[src/rtl/uart_mmio.sv]
// Memory-mapped 8N1 UART: TX FIFO -> serializer, deserializer -> RX FIFO,
// programmable baud divisor, status word readable by the core.
module uart_mmio #(
  parameter int unsigned FIFO_DEPTH  = 16,
  parameter int unsigned DIV_W       = 16,
  parameter int unsigned DEFAULT_DIV = 434
) (
  input  logic        clk,
  input  logic        rst_n,
  input  logic [1:0]  uart_op,
  input  logic [31:0] data_in,
  output logic [31:0] data_out,
  output logic        uart_tx,
  input  logic        uart_rx
);

  localparam int unsigned AW = $clog2(FIFO_DEPTH);
  localparam int unsigned CW = AW + 1;
  localparam logic [CW-1:0]    FullCount = CW'(FIFO_DEPTH);
  localparam logic [DIV_W-1:0] MinDiv    = DIV_W'(4);
  localparam logic [1:0] OpPush   = 2'b01;
  localparam logic [1:0] OpPop    = 2'b10;
  localparam logic [1:0] OpConfig = 2'b11;

  typedef enum logic [1:0] {StIdle, StStart, StData, StStop} state_e;

  // Upper write-data bits above the divisor width carry no meaning.
  logic unused_data_in;
  assign unused_data_in = ^data_in[31:DIV_W];

  logic [DIV_W-1:0] div_q;
  logic             tx_ovf_q, rx_ovr_q, ferr_q;

  // ---------------- TX FIFO ----------------
  logic [7:0]    tx_mem [FIFO_DEPTH];
  logic [AW-1:0] tx_wptr_q, tx_rptr_q;
  logic [CW-1:0] tx_cnt_q;
  logic          tx_push, tx_load, tx_full;

  assign tx_full = (tx_cnt_q == FullCount);
  // Fullness uses the registered count, so a same-cycle serializer pop does not make room.
  assign tx_push = (uart_op == OpPush) && !tx_full;

  // TX FIFO pointers and occupancy
  always_ff @(posedge clk) begin
    if (!rst_n) begin
      tx_wptr_q <= '0;
      tx_rptr_q <= '0;
      tx_cnt_q  <= '0;
    end else begin
      if (tx_push) tx_wptr_q <= tx_wptr_q + AW'(1);
      if (tx_load) tx_rptr_q <= tx_rptr_q + AW'(1);
      tx_cnt_q <= tx_cnt_q + CW'(tx_push) - CW'(tx_load);
    end
  end

  // TX FIFO storage
  always_ff @(posedge clk) begin
    if (tx_push) tx_mem[tx_wptr_q] <= data_in[7:0];
  end

  // ---------------- Serializer ----------------
  state_e           tx_state_q, tx_state_d;
  logic [DIV_W-1:0] tx_tick_q, tx_tick_d, tx_div_q, tx_div_d;
  logic [2:0]       tx_bit_q, tx_bit_d;
  logic [7:0]       tx_sh_q, tx_sh_d;
  logic             tx_last;

  assign tx_last = (tx_tick_q == tx_div_q - DIV_W'(1));

  // Serializer next state; a new byte loads from IDLE or straight out of STOP
  always_comb begin
    tx_state_d = tx_state_q;
    tx_tick_d  = tx_tick_q;
    tx_div_d   = tx_div_q;
    tx_bit_d   = tx_bit_q;
    tx_sh_d    = tx_sh_q;
    tx_load    = 1'b0;
    unique case (tx_state_q)
      StIdle: tx_load = (tx_cnt_q != '0);
      StStart: begin
        if (tx_last) begin
          tx_tick_d  = '0;
          tx_bit_d   = '0;
          tx_state_d = StData;
        end else begin
          tx_tick_d = tx_tick_q + DIV_W'(1);
        end
      end
      StData: begin
        if (tx_last) begin
          tx_tick_d = '0;
          tx_sh_d   = tx_sh_q >> 1;
          if (tx_bit_q == 3'd7) tx_state_d = StStop;
          else                  tx_bit_d   = tx_bit_q + 3'd1;
        end else begin
          tx_tick_d = tx_tick_q + DIV_W'(1);
        end
      end
      StStop: begin
        if (tx_last) begin
          tx_state_d = StIdle;
          tx_load    = (tx_cnt_q != '0);
        end else begin
          tx_tick_d = tx_tick_q + DIV_W'(1);
        end
      end
      default: tx_state_d = StIdle;
    endcase
    if (tx_load) begin
      tx_sh_d    = tx_mem[tx_rptr_q];
      tx_div_d   = div_q;
      tx_tick_d  = '0;
      tx_state_d = StStart;
    end
  end

  // Serializer state register
  always_ff @(posedge clk) begin
    if (!rst_n) begin
      tx_state_q <= StIdle;
      tx_tick_q  <= '0;
      tx_div_q   <= DIV_W'(DEFAULT_DIV);
      tx_bit_q   <= '0;
      tx_sh_q    <= '0;
    end else begin
      tx_state_q <= tx_state_d;
      tx_tick_q  <= tx_tick_d;
      tx_div_q   <= tx_div_d;
      tx_bit_q   <= tx_bit_d;
      tx_sh_q    <= tx_sh_d;
    end
  end

  // Serial line level from serializer state
  always_comb begin
    unique case (tx_state_q)
      StStart: uart_tx = 1'b0;
      StData:  uart_tx = tx_sh_q[0];
      default: uart_tx = 1'b1;
    endcase
  end

  // ---------------- Deserializer ----------------
  logic             rx_s1_q, rx_s2_q, rx_prev_q;
  state_e           rx_state_q, rx_state_d;
  logic [DIV_W-1:0] rx_tick_q, rx_tick_d, rx_div_q, rx_div_d;
  logic [2:0]       rx_bit_q, rx_bit_d;
  logic [7:0]       rx_sh_q, rx_sh_d;
  logic             rx_half, rx_full_bit, rx_store, rx_ferr;

  assign rx_half     = (rx_tick_q == (rx_div_q >> 1) - DIV_W'(1));
  assign rx_full_bit = (rx_tick_q == rx_div_q - DIV_W'(1));

  // Deserializer next state; falling edge needs the line seen high first
  always_comb begin
    rx_state_d = rx_state_q;
    rx_tick_d  = rx_tick_q + DIV_W'(1);
    rx_div_d   = rx_div_q;
    rx_bit_d   = rx_bit_q;
    rx_sh_d    = rx_sh_q;
    rx_store   = 1'b0;
    rx_ferr    = 1'b0;
    unique case (rx_state_q)
      StIdle: begin
        rx_tick_d = '0;
        if (rx_prev_q && !rx_s2_q) begin
          rx_div_d   = div_q;
          rx_state_d = StStart;
        end
      end
      StStart: begin
        if (rx_half) begin
          rx_tick_d  = '0;
          rx_bit_d   = '0;
          rx_state_d = rx_s2_q ? StIdle : StData;
        end
      end
      StData: begin
        if (rx_full_bit) begin
          rx_tick_d = '0;
          rx_sh_d   = {rx_s2_q, rx_sh_q[7:1]};
          if (rx_bit_q == 3'd7) rx_state_d = StStop;
          else                  rx_bit_d   = rx_bit_q + 3'd1;
        end
      end
      StStop: begin
        if (rx_full_bit) begin
          rx_tick_d  = '0;
          rx_state_d = StIdle;
          rx_store   = rx_s2_q;
          rx_ferr    = !rx_s2_q;
        end
      end
      default: rx_state_d = StIdle;
    endcase
  end

  // Synchronizer and deserializer state register
  always_ff @(posedge clk) begin
    if (!rst_n) begin
      rx_s1_q    <= 1'b1;
      rx_s2_q    <= 1'b1;
      rx_prev_q  <= 1'b1;
      rx_state_q <= StIdle;
      rx_tick_q  <= '0;
      rx_div_q   <= DIV_W'(DEFAULT_DIV);
      rx_bit_q   <= '0;
      rx_sh_q    <= '0;
    end else begin
      rx_s1_q    <= uart_rx;
      rx_s2_q    <= rx_s1_q;
      rx_prev_q  <= rx_s2_q;
      rx_state_q <= rx_state_d;
      rx_tick_q  <= rx_tick_d;
      rx_div_q   <= rx_div_d;
      rx_bit_q   <= rx_bit_d;
      rx_sh_q    <= rx_sh_d;
    end
  end

  // ---------------- RX FIFO ----------------
  logic [7:0]    rx_mem [FIFO_DEPTH];
  logic [AW-1:0] rx_wptr_q, rx_rptr_q;
  logic [CW-1:0] rx_cnt_q;
  logic          rx_push, rx_pop, rx_valid, rx_full;

  assign rx_valid = (rx_cnt_q != '0);
  assign rx_full  = (rx_cnt_q == FullCount);
  assign rx_push  = rx_store && !rx_full;
  assign rx_pop   = (uart_op == OpPop) && rx_valid;

  // RX FIFO pointers and occupancy
  always_ff @(posedge clk) begin
    if (!rst_n) begin
      rx_wptr_q <= '0;
      rx_rptr_q <= '0;
      rx_cnt_q  <= '0;
    end else begin
      if (rx_push) rx_wptr_q <= rx_wptr_q + AW'(1);
      if (rx_pop)  rx_rptr_q <= rx_rptr_q + AW'(1);
      rx_cnt_q <= rx_cnt_q + CW'(rx_push) - CW'(rx_pop);
    end
  end

  // RX FIFO storage
  always_ff @(posedge clk) begin
    if (rx_push) rx_mem[rx_wptr_q] <= rx_sh_q;
  end

  // Divisor and sticky flags; a same-cycle set wins over a config clear
  always_ff @(posedge clk) begin
    if (!rst_n) begin
      div_q    <= DIV_W'(DEFAULT_DIV);
      tx_ovf_q <= 1'b0;
      rx_ovr_q <= 1'b0;
      ferr_q   <= 1'b0;
    end else begin
      if (uart_op == OpConfig) begin
        div_q    <= (data_in[DIV_W-1:0] < MinDiv) ? MinDiv : data_in[DIV_W-1:0];
        tx_ovf_q <= 1'b0;
        rx_ovr_q <= 1'b0;
        ferr_q   <= 1'b0;
      end
      if ((uart_op == OpPush) && tx_full) tx_ovf_q <= 1'b1;
      if (rx_store && rx_full)            rx_ovr_q <= 1'b1;
      if (rx_ferr)                        ferr_q   <= 1'b1;
    end
  end

  // Read data: RX head on pop, status word otherwise
  always_comb begin
    data_out = '0;
    if (uart_op == OpPop) begin
      if (rx_valid) data_out = {23'b0, 1'b1, rx_mem[rx_rptr_q]};
    end else begin
      data_out = {16'h0, 8'(rx_cnt_q), 1'b0, tx_ovf_q, ferr_q, rx_ovr_q,
                  (tx_state_q != StIdle), (tx_cnt_q == '0), tx_full, rx_valid};
    end
  end

endmodule

[config.mk]
export PLATFORM = sky130hd
export DESIGN_NAME = uart_mmio
export DESIGN_NICKNAME = d
export VERILOG_FILES = /design/src/rtl/uart_mmio.sv
export SDC_FILE = /design/constraint.sdc
export NUM_CORES = 1
export LEC_CHECK = 0
export CORE_ASPECT_RATIO = 0.7
export CORE_MARGIN = 4
export CORE_UTILIZATION = 40
export CTS_CLUSTER_DIAMETER = 200
export DETAILED_ROUTE_END_ITERATION = 8
export PLACE_DENSITY = 0.64
export SLEW_MARGIN = 0
export SYNTH_ARGS = -nofsm -noshare
export SYNTH_HDL_FRONTEND = slang
export SYNTH_SLANG_ARGS = --single-unit
[constraint.sdc]
create_clock -name clk -period 6.2 [get_ports clk]
set_input_delay 1.24 -clock clk [delete_from_list [all_inputs] [get_ports clk]]
set_output_delay 1.24 -clock clk [all_outputs]
set_load 0.01 [all_outputs]
==> results of run 1 <==
kinds of logic after synthesis:
logic type / after synthesis
and+or+nand+nor: 428
DFF: 402
AOI/OAI and AO/OA: 176
buffers and inverters: 141
muxes: 120
xor gates and xnor gates: 84
adders and majority gates: 37
other: 1
power by group:
part,internal [W],switching [W]
clock network,0.00139,0.00104
registers,0.00293,0.000116
logic,0.000573,0.000651
sequential cells by signal, indices dropped and copies added (netlist names), 5 cells and up, named ones only:
register	flops
rx_mem	128
tx_mem	128
div_q	16
rx_div_q	16
rx_tick_q	16
tx_div_q	16
tx_tick_q	16
rx_sh_q	8
tx_sh_q	8
rx_cnt_q	5
tx_cnt_q	5
layout make-up:
type                       count  area, um^2
tap                          594         743
clock buffer                  57        1190
clock inverter                18         149
inverter                      42         158
timing repair buffer          52         470
fill                        3901       24000
multi-input combinational    864        6920
sequential                   402       10600
through the flow:
stage	worst slack (ns)	hold WS, ns
after floorplan	2.26	0.386
after global placement	1.50	0.396
after detailed placement	1.47	0.398
after CTS	1.27	0.421
after global routing	1.03	0.447
final	1.38	0.419
metal layers:
| metal | vias up | routed length [um] |
|---|---|---|
| met2 | 340 | 18300 |
| li1 | 5200 | - |
| met4 | 0 | 642 |
| met3 | 52 | 3160 |
| met1 | 5572 | 19400 |
| met5 | - | 0 |
layout by cell type (no fill, tap or decap), types with 7 or more instances in the layout:
master | synthesis | final
nand2b_1 | 10 | 10
o21ai_0 | 23 | 23
clkbuf_16 | 0 | 43
a211oi_1 | 9 | 9
nor4_1 | 12 | 12
mux4_2 | 80 | 80
inv_1 | 41 | 41
or3_1 | 11 | 11
o211ai_1 | 7 | 7
nor3_1 | 16 | 16
nand2_1 | 98 | 98
xnor2_1 | 46 | 46
xor2_1 | 38 | 38
a22o_1 | 14 | 14
buf_4 | 23 | 18
o31ai_1 | 12 | 12
and2_1 | 20 | 20
clkdlybuf4s50_1 | 0 | 33
nand4_1 | 24 | 24
nand3_1 | 37 | 37
a21o_1 | 7 | 7
edfxtp_1 | 256 | 256
nor2b_1 | 8 | 8
conb_1 | 1 | 19
mux2i_1 | 39 | 39
dfxtp_1 | 146 | 143
or4_1 | 10 | 10
a31oi_1 | 10 | 10
nor2_1 | 118 | 118
and3_1 | 23 | 23
a21oi_1 | 58 | 58
clkbuf_1 | 50 | 8
ha_1 | 35 | 35
worst min path at each step:
stage / startpoint / endpoint / cells past startpoint
after detailed placement: rx_s1_q / rx_s2_q / 1
final: rx_s1_q / rx_s2_q / 1
after floorplan: rx_s1_q / rx_s2_q / 1
after global placement: rx_s1_q / rx_s2_q / 1
after CTS: rx_s1_q / rx_s2_q / 1
after global routing: rx_s1_q / rx_s2_q / 1
==> metrics.csv, run 1 <==
metric,value,unit
slowest_stage,dfxtp_2,
yosys.cell_count.top_type,edfxtp_1,
ioPinCount,70,
layout-drive-gt1-share,0.135,
irDropWorstVdd,0.000210,V
die_y,186,um
grt_pass1_vias,10800,
rsz0062_at_grt,no,
yosys_warnings,0,
design_area,20200,um^2
gp_congestion,0.906,
fmax,208,MHz
drv_slew,0,
critPathCaptureType,primary output,
clk_path_buf_depth,3,
drc,0,
leakage,6.88,nW
drtAntennaViolNets,0,
antenna_found_initial,3,
cts_sinks,402,
fin_skew,0.0201,ns
path_cells,buf_4 > mux4_2 > mux4_2 > a22o_1 > clkdlybuf4s50_1,
start_util,0.410,
clk_pin_slew,0.06,ns
die-area,48800,um^2
synth-seq-cells,402,
crit_arrival,3.58,ns
drtIter0Drc,1037,
row_count,64,
die_w,262,um
cp.depth,5,
overflow,0,
ff2ff_setup_slack,1.38,ns
syn_inst,1389,
n_antenna_cell,0,
synth_top_family_by_area,simple AND/OR/NAND/NOR gates,
cap_violations,0,
setup.worst_path.start_class,register,
timing.rr.end,rx_cnt_q[4],
wl_per_cell,20.5,um
ys_top_cells_by_area,"edfxtp_1 (42%), dfxtp_1 (16%), mux4_2 (9.9%)",
grt.busiest_layer,met2,
synth_common_cells,"edfxtp_1 (256), dfxtp_1 (146), nor2_1 (118)",
cellPowerDensity,331,nW/um^2
synthDistinctLibCells,77,
hold_class,reg -> reg,
path_class,reg -> out,
cts-htree-levels,2,
slew_headroom,0.330,
synth_adder_area_share,0.0264,
vias_per_cell,5.50,
synth_compound_area_frac,0.0651,
portBuffers,34,
async_reset_ff_frac,0,
coreArea,44200,um^2
muxShareOfSynthArea,0.122,
setup-tns-final,0,ns
grt_max_degree,44,
cts_resized,0,
max_stage_delay,0.89,ns
synth_edf_count,256,
worst_pin_slew,1.00,ns
r2r-start,rx_div_q[1],
totalWireLength,41500,um
dp_cells,1954,
synth_top_area_frac,0.424,
yosys.area_share.xor_xnor,0.0406,
outcome,finished clean,
fin_nets,1477,
rr_worst_depth,19,
hold_viol_final,0,
final_core_util,0.458,
use_met2,0.259,
insertion_delay,0.55,ns
crit_family,multiplexers,
firstDrtPassIters,7,
met1_usage,0.251,
place_area,18900,um^2
power,0.00670,W
finalNonFillerCells,2029,
grt.total_usage,0.169,
cts_tree,yes,
crit_fanout,23,
syn_area,18100,um^2
synthSimpleGateAreaFrac,0.124,
synth_ff_type,edfxtp_1,
critPathBufInv,2,
period_minus_slack,4.82,ns
areaGrowthSynthToFinish,11.7,%
cpMostUsedCell,mux4_2,
numCtsBuffers,41,
hpwl,28600,um
grt_first_pass_wirelength,64300,um
vias,11200,
cts-root-buf,clkbuf_16,
cts_setup_buffers,0,
hold_buffers,0,
yosysSeqAreaShare,0.586,
cp.required,4.96,ns
finalSetupViolCount,0,
post-route-period-util,0.777,
use_met3,0.0354,
yosysTopAreaCell,edfxtp_1,
syn-mean-instance-area,13.0,um^2
critical_path.endpoint,data_out[4],
Power figures use the tool's default switching activity.
==> run 2, diff against run 1 <==
- clock period: 6.2 -> 4.8 ns (I/O delays scaled with it)
==> run 2 against run 1 <==
Compared with the run above:
- power up 27%
- worst hold slack better by 0.018 ns
- core utilization down 0.11 points
- via count up 0.44%
- sequential power up 30%
- cell count up 0.20%
- critical path type is now reg -> reg
- critical endpoint is now rx_cnt_q[4]
- largest cell class unchanged
==> metrics.csv, run 2 (synthesis results as in run 1) <==
metric,value,unit
outcome,finished clean,
hold_buffers,0,
final_cell_mix,"edfxtp_1 (256), dfxtp_1 (144), nor2_1 (118)",
cts_setup_buffers,0,
slowest_stage,nor4_1,
clk_path_buf_depth,3,
grt.total_usage,0.170,
finalSetupViolCount,0,
totalWireLength,42200,um
finalNonFillerCells,2033,
setup-tns-final,0,ns
max_stage_delay,0.45,ns
numCtsBuffers,40,
cts-htree-levels,2,
drtIter0Drc,1119,
vias_per_cell,5.52,
start_util,0.410,
die_w,262,um
overflow,0,
areaGrowthSynthToFinish,11.5,%
cts_tree,yes,
period_minus_slack,4.35,ns
fmax,230,MHz
setup.worst_path.start_class,register,
cpMostUsedCell,inv_1,
hold_viol_final,0,
worst_pin_slew,1.04,ns
path_cells,inv_1 > ha_1 > nor4b_4 > xnor2_1 > nor4_1 > o2111ai_1 > a211o_1 > nor3_4 > inv_1 > ha_1 > inv_1 > ha_1 > inv_1 > fa_1 > inv_1 > a21oi_1 > nor2_1 > or3_1 > a21oi_1,
cp-startpoint,rx_div_q[1],
gp_congestion,0.877,
vias,11200,
grt_pass1_vias,10700,
crit_fanout,8,
fin_skew,0.0219,ns
leakage,6.87,nW
r2r-start,rx_div_q[1],
drc,0,
path_class,reg -> reg,
seq_area,10600,um^2
post-route-period-util,0.906,
hold_path_startpoint,rx_s1_q,
reg.largest.list,"rx_mem: 128 flops, tx_mem: 128 flops",
die-area,48800,um^2
cts_resized,0,
layout-drive-gt1-share,0.135,
firstDrtPassIters,5,
multiInputGateArea,6920,um^2
cap_violations,0,
rsz0062_at_grt,no,
row_count,64,
antenna_found_initial,0,
hpwl,28800,um
insertion_delay,0.56,ns
grt_first_pass_wirelength,64500,um
cellPowerDensity,423,nW/um^2
drv_slew,0,
cts-root-buf,clkbuf_16,
irDropWorstVdd,0.000329,V
fillers,3916,
grt_max_degree,52,
crit_arrival,4.83,ns
dp_cells,1959,
critPathCaptureType,register,
clk_pin_slew,0.06,ns
die_y,186,um
hold_class,reg -> reg,
cp.required,5.29,ns
coreArea,44200,um^2
slew_headroom,0.296,
ioPinCount,70,
crit_family,simple AND/OR/NAND/NOR gates,
critPathBufInv,5,
power,0.00854,W
drtAntennaViolNets,0,
cts_sinks,402,
wl_per_cell,20.8,um
layout_commonest_cell,edfxtp_1,
fin_nets,1481,
portBuffers,34,
run 2: cell count changes in the layout (fill, tap and decap cells not counted), sizes merged:
cell / previous run / this run
buf: 19 / 24
inv: 44 / 45
clkbuf: 57 / 55
clkinv: 12 / 13
clkinvlp: 3 / 1
diode: 0 / 1
run 2: cell type report:
type                       count  area share
sequential                   402       0.526
timing repair buffer          57      0.0252
clock buffer                  55      0.0544
antenna                        1    0.000124
tap                          594      0.0368
clock inverter                18     0.00756
multi-input combinational    864       0.343
inverter                      42     0.00781
run 2: per-layer routing:
layer / wire length [um] / part of all wire / track usage / vias to the layer above
met5: 0 / 0 / 0 / -
met4: 799 / 0.019 / 0.0431 / 0
met3: 3170 / 0.075 / 0.0391 / 52
met2: 18100 / 0.43 / 0.250 / 314
met1: 20200 / 0.48 / 0.257 / 5655
li1: - / - / - / 5192
run 2: worst paths after layout:
path / cells after the start / end / slack [ns]
max: 19 / rx_cnt_q[4] / 0.45
min: 1 / rx_s2_q / 0.44
max reg2reg: 19 / rx_cnt_q[4] / 0.45
min reg2reg: 1 / rx_s2_q / 0.44
run 2: per-stage QoR:
stage          hold WS (ns)  setup WS (ns)  instance area [um^2]   util
2_1_floorplan         0.386          0.863                 18200      -
6_report              0.437          0.453                 20200  0.457
5_1_grt               0.452         0.0728                 20200  0.457
4_1_cts               0.443          0.484                 20200  0.457
3_5_place_dp          0.407          0.526                 18900  0.428
3_3_place_gp          0.392          0.517                 18900  0.428
run 2: where the power goes:
part	internal (W)	switching [W]	leakage [nW]	total, W
Clock	0.00168	0.00135	0.619	0.00303
Sequential	0.00378	0.000165	3.53	0.00395
Combinational	0.000739	0.000823	2.72	0.00156
